<file path="src/rtl/hpi_pkg.sv">
// Shared types and constants for the HPI arbiter: FSM states, phase counter
// type and HPI register-select codes.
package hpi_pkg;

   typedef enum logic [2:0] {
      ST_RESET   = 3'd0,
      ST_IDLE    = 3'd1,
      ST_SETUP   = 3'd2,
      ST_STROBE  = 3'd3,
      ST_HOLD    = 3'd4,
      ST_RECOVER = 3'd5
   } hpi_state_e;

   typedef logic [3:0] phase_cnt_t;

   localparam logic [1:0] HPI_DATA    = 2'd0;
   localparam logic [1:0] HPI_MAILBOX = 2'd1;
   localparam logic [1:0] HPI_ADDRESS = 2'd2;
   localparam logic [1:0] HPI_STATUS  = 2'd3;

endpackage

</file>
<file path="src/rtl/hpi_rr_arbiter.sv">
// Two-way round-robin selector; the last-granted pointer starts at 1 so
// requester 0 wins the first tie.
module hpi_rr_arbiter
   import hpi_pkg::*;
(
   input  logic clk_i,
   input  logic rst_n_i,
   input  logic req0_i,
   input  logic req1_i,
   input  logic update_i,
   output logic any_o,
   output logic gnt_o
);

   logic last_q;
   logic last_d;

   always_comb begin
      any_o = req0_i | req1_i;
      if (req0_i && req1_i) begin
         gnt_o = ~last_q;
      end else begin
         gnt_o = req1_i;
      end
      last_d = update_i ? gnt_o : last_q;
   end

   always_ff @(posedge clk_i or negedge rst_n_i) begin
      if (!rst_n_i) begin
         last_q <= 1'b1;
      end else begin
         last_q <= last_d;
      end
   end

endmodule

</file>
<file path="src/rtl/hpi_arbiter.sv">
// Arbitrates two requesters onto the CY7C67200 HPI bus and sequences the
// setup/strobe/hold/recover timing plus the post-reset chip reset pulse.
//
// state      | meaning
// -----------+-----------------------------------------------------------
// ST_RESET   | otg_hpi_reset_n low, counting RST_CYC; requests ignored
// ST_IDLE    | sample requests, latch winner's we/addr/wdata
// ST_SETUP   | cs_n low, address/data driven, strobes inactive
// ST_STROBE  | r_n or w_n low for STROBE_CYC cycles; read data captured last
// ST_HOLD    | strobes released, ack pulsed to the granted requester
// ST_RECOVER | bus idle for RECOVER_CYC cycles
module hpi_arbiter
   import hpi_pkg::*;
#(
   parameter int STROBE_CYC  = 4,
   parameter int RECOVER_CYC = 2,
   parameter int RST_CYC     = 16
) (
   input  logic        clk_clk,
   input  logic        reset_reset_n,
   input  logic        req0_req,
   input  logic        req1_req,
   input  logic        req0_we,
   input  logic        req1_we,
   input  logic [1:0]  req0_addr,
   input  logic [1:0]  req1_addr,
   input  logic [15:0] req0_wdata,
   input  logic [15:0] req1_wdata,
   output logic        req0_ack,
   output logic        req1_ack,
   output logic [15:0] req0_rdata,
   output logic [15:0] req1_rdata,
   output logic [1:0]  otg_hpi_address,
   output logic        otg_hpi_cs_n,
   output logic        otg_hpi_r_n,
   output logic        otg_hpi_w_n,
   output logic        otg_hpi_reset_n,
   output logic [15:0] otg_hpi_data_out,
   output logic        otg_hpi_data_oe,
   input  logic [15:0] otg_hpi_data_in
);

   localparam phase_cnt_t STROBE_LOAD  = phase_cnt_t'(STROBE_CYC - 1);
   localparam phase_cnt_t RECOVER_LOAD = phase_cnt_t'(RECOVER_CYC - 1);
   localparam logic [7:0] RST_LOAD     = 8'(RST_CYC);

   hpi_state_e  state_q, state_d;
   phase_cnt_t  phase_q, phase_d;
   logic [7:0]  rst_cnt_q, rst_cnt_d;
   logic [1:0]  rst_sync_q;
   logic        we_q, we_d;
   logic [1:0]  addr_q, addr_d;
   logic [15:0] wdata_q, wdata_d;
   logic        gnt_q, gnt_d;
   logic        cs_n_q, cs_n_d;
   logic        r_n_q, r_n_d;
   logic        w_n_q, w_n_d;
   logic        oe_q, oe_d;
   logic        hpi_rst_n_q, hpi_rst_n_d;
   logic        ack0_q, ack0_d;
   logic        ack1_q, ack1_d;
   logic [15:0] rdata0_q, rdata0_d;
   logic [15:0] rdata1_q, rdata1_d;
   logic        rr_any;
   logic        rr_gnt;
   logic        rr_update;

   hpi_rr_arbiter u_rr (
      .clk_i    (clk_clk),
      .rst_n_i  (reset_reset_n),
      .req0_i   (req0_req),
      .req1_i   (req1_req),
      .update_i (rr_update),
      .any_o    (rr_any),
      .gnt_o    (rr_gnt)
   );

   // The release edge is only trusted once it has crossed two flops.
   always_ff @(posedge clk_clk or negedge reset_reset_n) begin
      if (!reset_reset_n) begin
         rst_sync_q <= 2'b00;
      end else begin
         rst_sync_q <= {rst_sync_q[0], 1'b1};
      end
   end

   always_comb begin
      state_d   = state_q;
      phase_d   = phase_q;
      rst_cnt_d = rst_cnt_q;
      we_d      = we_q;
      addr_d    = addr_q;
      wdata_d   = wdata_q;
      gnt_d     = gnt_q;
      rr_update = 1'b0;
      ack0_d    = 1'b0;
      ack1_d    = 1'b0;
      rdata0_d  = rdata0_q;
      rdata1_d  = rdata1_q;

      case (state_q)
         ST_RESET: begin
            if (rst_cnt_q != 8'd0) begin
               rst_cnt_d = rst_cnt_q - 8'd1;
            end else if (rst_sync_q[1]) begin
               state_d = ST_IDLE;
            end
         end
         ST_IDLE: begin
            if (rr_any) begin
               state_d   = ST_SETUP;
               rr_update = 1'b1;
               gnt_d     = rr_gnt;
               we_d      = rr_gnt ? req1_we    : req0_we;
               addr_d    = rr_gnt ? req1_addr  : req0_addr;
               wdata_d   = rr_gnt ? req1_wdata : req0_wdata;
            end
         end
         ST_SETUP: begin
            state_d = ST_STROBE;
            phase_d = STROBE_LOAD;
         end
         ST_STROBE: begin
            if (phase_q == '0) begin
               state_d = ST_HOLD;
               // Registering here makes rdata valid in the ack cycle.
               if (!we_q) begin
                  if (gnt_q) rdata1_d = otg_hpi_data_in;
                  else       rdata0_d = otg_hpi_data_in;
               end
               if (gnt_q) ack1_d = 1'b1;
               else       ack0_d = 1'b1;
            end else begin
               phase_d = phase_q - phase_cnt_t'(1);
            end
         end
         ST_HOLD: begin
            state_d = ST_RECOVER;
            phase_d = RECOVER_LOAD;
         end
         ST_RECOVER: begin
            if (phase_q == '0) begin
               state_d = ST_IDLE;
            end else begin
               phase_d = phase_q - phase_cnt_t'(1);
            end
         end
         default: state_d = ST_RESET;
      endcase

      // Bus controls are decoded from the next state so they leave a flop.
      cs_n_d      = !(state_d == ST_SETUP || state_d == ST_STROBE || state_d == ST_HOLD);
      r_n_d       = !(state_d == ST_STROBE && !we_d);
      w_n_d       = !(state_d == ST_STROBE && we_d);
      oe_d        = !cs_n_d && we_d;
      hpi_rst_n_d = (state_d != ST_RESET);
   end

   always_ff @(posedge clk_clk or negedge reset_reset_n) begin
      if (!reset_reset_n) begin
         state_q     <= ST_RESET;
         phase_q     <= '0;
         rst_cnt_q   <= RST_LOAD;
         we_q        <= 1'b0;
         addr_q      <= HPI_DATA;
         wdata_q     <= 16'h0000;
         gnt_q       <= 1'b0;
         cs_n_q      <= 1'b1;
         r_n_q       <= 1'b1;
         w_n_q       <= 1'b1;
         oe_q        <= 1'b0;
         hpi_rst_n_q <= 1'b0;
         ack0_q      <= 1'b0;
         ack1_q      <= 1'b0;
         rdata0_q    <= 16'h0000;
         rdata1_q    <= 16'h0000;
      end else begin
         state_q     <= state_d;
         phase_q     <= phase_d;
         rst_cnt_q   <= rst_cnt_d;
         we_q        <= we_d;
         addr_q      <= addr_d;
         wdata_q     <= wdata_d;
         gnt_q       <= gnt_d;
         cs_n_q      <= cs_n_d;
         r_n_q       <= r_n_d;
         w_n_q       <= w_n_d;
         oe_q        <= oe_d;
         hpi_rst_n_q <= hpi_rst_n_d;
         ack0_q      <= ack0_d;
         ack1_q      <= ack1_d;
         rdata0_q    <= rdata0_d;
         rdata1_q    <= rdata1_d;
      end
   end

   assign otg_hpi_address  = addr_q;
   assign otg_hpi_data_out = wdata_q;
   assign otg_hpi_cs_n     = cs_n_q;
   assign otg_hpi_r_n      = r_n_q;
   assign otg_hpi_w_n      = w_n_q;
   assign otg_hpi_data_oe  = oe_q;
   assign otg_hpi_reset_n  = hpi_rst_n_q;
   assign req0_ack         = ack0_q;
   assign req1_ack         = ack1_q;
   assign req0_rdata       = rdata0_q;
   assign req1_rdata       = rdata1_q;

endmodule
</file>
<file path="config.mk">
export PLATFORM = sky130hd
export DESIGN_NAME = hpi_arbiter
export DESIGN_NICKNAME = d
export VERILOG_FILES = /design/src/rtl/hpi_pkg.sv /design/src/rtl/hpi_rr_arbiter.sv /design/src/rtl/hpi_arbiter.sv
export SDC_FILE = /design/constraint.sdc
export NUM_CORES = 1
export LEC_CHECK = 0
export CORE_MARGIN = 3
export CORE_UTILIZATION = 45
export CTS_BUF_LIST = sky130_fd_sc_hd__clkbuf_8
export DETAILED_ROUTE_END_ITERATION = 10
export PLACE_DENSITY = 0.79
export SYNTH_ARGS = -nofsm -noshare
export SYNTH_HDL_FRONTEND = slang
export SYNTH_SLANG_ARGS = --single-unit
</file>
<file path="constraint.sdc">
create_clock -name clk_clk -period 2.45 [get_ports clk_clk]
set_input_delay 0.49 -clock clk_clk [delete_from_list [all_inputs] [get_ports clk_clk]]
set_output_delay 0.49 -clock clk_clk [all_outputs]
set_load 0.02 [all_outputs]
</file>
**Yosys cells after proc, flatten, opt, wreduce, memory -nomap -nowiden**

Index checks and enable logic that the tools add are counted.

- Memories kept: 0
- Bits in latches: 0
- Register bits after elaboration: 77
- Memory bits (read-only): 0
- Memory bits (writable): 0
- Logic and storage cells: 76
- Output and inout bits: 57

- Multipliers: 0
- Div/mod/pow operators: 0
- Bitwise operators: 4
- Equality and inequality tests: 9
- Muxes and demuxes: 22
- Order comparisons: 0
- Shift operators: 0
- Reduce and logical (&&, ||, !) cells: 21
- Add/subtract/negate cells: 2

Operators by type and width:

| cell | count |
|---|---|
| $pmux W3 S6 | 1 |
| $mux W16 | 1 |
| $mux W3 | 5 |
| $eq A3 B2 Y1 const B | 4 |
| $mux W1 | 12 |
| $pmux W4 S3 | 1 |
| $eq A3 B3 Y1 const B | 3 |
| $reduce_and A4 Y1 | 2 |
| $reduce_bool A8 Y1 | 1 |
| $sub A8 B1 Y8 const B | 1 |
| $reduce_and A2 Y1 | 3 |
| $reduce_bool A3 Y1 | 2 |
| $logic_and A1 B1 Y1 | 4 |
| $logic_not A1 Y1 | 4 |
| $logic_not A4 Y1 | 1 |
| $mux W4 | 1 |
| $sub A4 B1 Y4 const B | 1 |
| $eq A3 B1 Y1 const B | 1 |
| $logic_not A3 Y1 | 1 |
| $not A1 Y1 | 3 |
| $logic_or A1 B1 Y1 | 2 |
| $mux W2 | 1 |
| $ne A2 B2 Y1 const B | 1 |
| $reduce_or A2 Y1 | 1 |
| $or A1 B1 Y1 | 1 |

**Logic depth before layout (Yosys ltp)**

- Word-level depth: 8
- Depth in mapped cells: 7
- Depth with buffers taken out: 5

**Modules after synthesis**

A second synthesis with hierarchy kept.

- Cells, all modules: 262
- Area total of the unflattened synthesis: 3358.2 um^2

Modules (own cells, without submodules):

| module | instances | cells an instance | area each (um^2) | seq. area each (um^2) |
|---|---|---|---|---|
| hpi_arbiter | 1 | 258 | 3299.4 | 1906.8 |
| hpi_rr_arbiter | 1 | 4 | 58.8 | 26.3 |

**Worst setup path before layout**

OpenSTA, ideal clock, no wires.

- Path kind: in2reg
- Start point: in req1_req
- End point: reg addr_q[0] (netlist: otg_hpi_address[0])
- Arrival: 1.627 ns
- Required time: 2.325 ns
- Stages: 4
- Path slack: 0.699 ns
- Library setup time: 0.125 ns
- Cells stage by stage: a21boi_0 -> clkbuf_1 -> mux2_2 -> mux2_2

- Longest elaborated chain between the ends: 3

Ends and longest elaborated chain:

| item | RTL line | source |
|---|---|---|
| start: declaration | hpi_arbiter.sv:22 | `input logic req1_req,` |
| $logic_and A1 B1 Y1 | hpi_rr_arbiter.sv:20 | `if (req0_i && req1_i) begin` |
| $mux W1 | hpi_rr_arbiter.sv:20 |  |
| $mux W2 | hpi_arbiter.sv:115 | `addr_d = rr_gnt ? req1_addr : req0_addr;` |
| end signal: assignment | hpi_arbiter.sv:182 | `addr_q <= addr_d;` |
| end: declaration | hpi_arbiter.sv:52 | `logic [1:0] addr_q, addr_d;` |

Parallel ways exist; a longest one is shown, timed or not.
A chain may end at the register's enable or synchronous reset.

**Worst setup path in the final report**

- Start point: reg phase_q[0]
- End point: reg rdata0_q[0] (netlist: req0_rdata[0])

- Longest elaborated chain between the ends: 2

Ends and longest elaborated chain:

| item | RTL line | source |
|---|---|---|
| start: declaration | hpi_arbiter.sv:48 | `phase_cnt_t phase_q, phase_d;` |
| start signal: assignment | hpi_arbiter.sv:179 | `phase_q <= phase_d;` |
| $logic_not A4 Y1 | hpi_arbiter.sv:124 | `if (phase_q == '0) begin` |
| $reduce_and A4 Y1 (no line) | - |  |
| end signal: assignment | hpi_arbiter.sv:192 | `rdata0_q <= rdata0_d;` |
| end: declaration | hpi_arbiter.sv:62 | `logic [15:0] rdata0_q, rdata0_d;` |

No other way between the ends.

==> results.cfg <==
[status]
outcome = finished clean

[job]
drv_cap = 0

[final_layout]
final_common_cell = clkdlybuf4s50_1
fin_nets = 423
post-route-util_pct = 69.70
syn2layout_area_growth_pct = 45.14
diodes = 0
most-common-layout-cells = clkdlybuf4s50_1, dfrtp_1, mux2_2
stdcell_area_mm2 = 0.004892
drive_above_1_share_pct = 28.34

[global_route]
grt_use_total_pct = 18.19
grt_pass1_wl_um = 12030
antenna_found_initial = 0
grt_max_degree = 62
grt-ovfl-total = 0
grt_pass1_vias = 2430

[synthesis]
synth.area.top_cells = dfrtp_1, mux2_2, dfstp_2, o21ai_0, ha_1
synth_nets = 303
synth_cell_types = 47
ys_seq_elements = 77
synthesis.instances = 242
yosysTopAreaCell = dfrtp_1
avgSynthCellArea_um2 = 13.93
synth_warnings = 0
synthDominantCellAreaShare_pct = 53.45
synth_area_mm2 = 0.003371
ys_seq_area_share_pct = 57.35

[worst_setup_path]
r2r_start = phase_q[0]
path_max_fanout = 16
critPathCapture = req0_rdata[0]
crit_start = phase_q[0]
crit_type = reg -> reg
crit_arrival_ns = 2.23
cp-start-kind = flip-flop
r2r_cells = 5
worstReg2RegEnd = req0_rdata[0]
endpoint_kind = flip-flop
cp.required_ns = 2.68
reg2reg_slack_ns = 0.45

[route]
drtIter0Drc = 100
viasPerCell = 5.138
vias = 2379
drc = 0
avgRoutedWirePerCell_um = 15.95
first_pass_iters = 4
drt_wl_total_um = 7387
ant_nets = 0

[clocking]
clk_pin_slew_ns = 0.08
cts_tree = yes
cts_max_path_buffers = 2
cts_root_buffer = clkbuf_8
insertion_delay_ns = 0.35
htreeDepth = 3
post_cts_resized = 0
cts-hold-fix-buffers = 0
clock_sinks = 77
cts_setup_buffers = 0
cts_made_buffers = 9

[timing]
clock_skew_ns = 0.008337
hold_viol = 0
relSlewSlack_pct = 55.17
final.period_utilization_pct = 81.54
tns_ns = 0
min_period_ns = 1.998
finalSetupViolations = 0
rsz0062_at_grt = false
max_slew.worst_pin.slew_ns = 0.6632
slew_violations = 0
hold_slack_ns = 0.002927
fmax_ghz = 0.5006

[power]
power_frac_seq_pct = 35.2
ir_drop_mv = 0.7246
leakage_nw = 2.038
internal-power_mw = 4.062
finalPower_mw = 6.166
p_sw_mw = 2.104
pwr-share-clk_pct = 18.9
power.density_mw_per_mm2 = 1260
pwr-share-comb_pct = 45.8
switching_share_pct = 34.12

[floorplanning]
die_h_um = 92.55
initial_utilization_pct = 48.02
die_area_mm2 = 0.008565
io_pins = 115
core-area_mm2 = 0.007019
rows = 30
die_w_um = 92.55

[place]
port-buffer-count = 114
hpwl_um = 5337
gp_congestion = 0.7484
placed_cell_area_mm2 = 0.004647

[worst_hold_path]
hold_class = in -> async
-- critical path, stage by stage (launching register included) --
cell and delay [ns]:
dfrtp_1 0.41, inv_1 0.07, ha_1 0.19, and4bb_2 0.37, nand3_2 0.41, mux2_2 0.43
-- through the flow --
| stage | cells | worst slack (ns) |
|---|---|---|
| floorplan | 242 | 0.6985 |
| global placement | 447 | 0.2977 |
| detailed placement | 447 | 0.2321 |
| CTS | 463 | 0.4444 |
| global route | 463 | 0.3311 |
| finish | 463 | 0.4522 |
-- per-layer routing --
layer,GRT usage [%],share of wire [%],up-vias
met2,29.55,50,62
li1,-,-,1108
met1,22.40,42,1196
met4,9.901,2.7,0
met3,4.224,4.8,13
met5,0,0,-
-- layout make-up --
type	instances	area (um^2)
clock inverters	7	121.4
fillers	523	2127
clock buffers	9	123.9
well taps	96	120.1
flip-flops and latches	77	1933
inverters	7	26.28
multi-input cells	147	1346
repair buffers	120	1221
-- kinds of logic after synthesis --
group                      Yosys count  synth area share [%]
and+or+nand+nor                     42                 8.612
DFF                                 77                 57.35
AOI/OAI and AO/OA                   25                 5.048
buffers and inverters               18                 2.821
other                                1                0.1113
adders and majority gates            3                 1.114
muxes                               71                 23.65
xor gates and xnor gates             5                 1.299
-- how the worst min path moves through the flow --
stage                   from                   to  slack, ns
3_3_place_gp   rst_sync_q[0]        rst_sync_q[1]       0.33
6_report       reset_reset_n  otg_hpi_data_out[5]      0.003
4_1_cts        reset_reset_n  otg_hpi_data_out[5]      0.002
3_5_place_dp   rst_sync_q[0]        rst_sync_q[1]       0.34
5_1_grt        reset_reset_n  otg_hpi_data_out[5]      0.003
2_1_floorplan  reset_reset_n                gnt_q       0.19
-- state kept, by name, summed over array words and instances, names as in the netlist --
name	count
rst_cnt_q	8
otg_hpi_address	2
otg_hpi_w_n	1
otg_hpi_cs_n	1
otg_hpi_data_out	16
gnt_q	1
we_q	1
req1_rdata	16
phase_q	4
otg_hpi_reset_n	1
req0_ack	1
state_q	3
u_rr.last_q	1
rst_sync_q	2
req1_ack	1
req0_rdata	16
otg_hpi_r_n	1
otg_hpi_data_oe	1
-- power groups by stage --
stage               registers (mW)  clock network, mW  logic (mW)
CTS                           2.18               1.20        2.87
global placement              2.17                  0        2.81
global route                  2.26               1.27        3.01
detailed placement            2.19                  0        2.85
finish                        2.17               1.17        2.82
floorplan                     2.71                  0        1.00
-- synth_stat cells (all sizes together) --
master	count
nand4	2
and2	1
nor4	2
a21oi	3
nor4b	2
clkbuf	2
dfrtp	72
mux2	69
a22oi	2
ha	3
nand2b	4
o21ai	8
o32a	1
or3	3
or4b	2
o221ai	1
a22o	1
and4bb	1
a21boi	2
mux2i	2
o31ai	1
and3	1
nor3	2
conb	1
and2b	1
dfstp	5
inv	7
nand4b	3
xor2	1
o311ai	1
buf	9
o21bai	1
a32o	1
a31oi	1
o41ai	1
nand3	1
nor2b	3
xnor2	4
a2bb2oi	1
nor3b	1
nor2	7
nand2	6
Note: power is estimated with default switching activity, not from simulation.
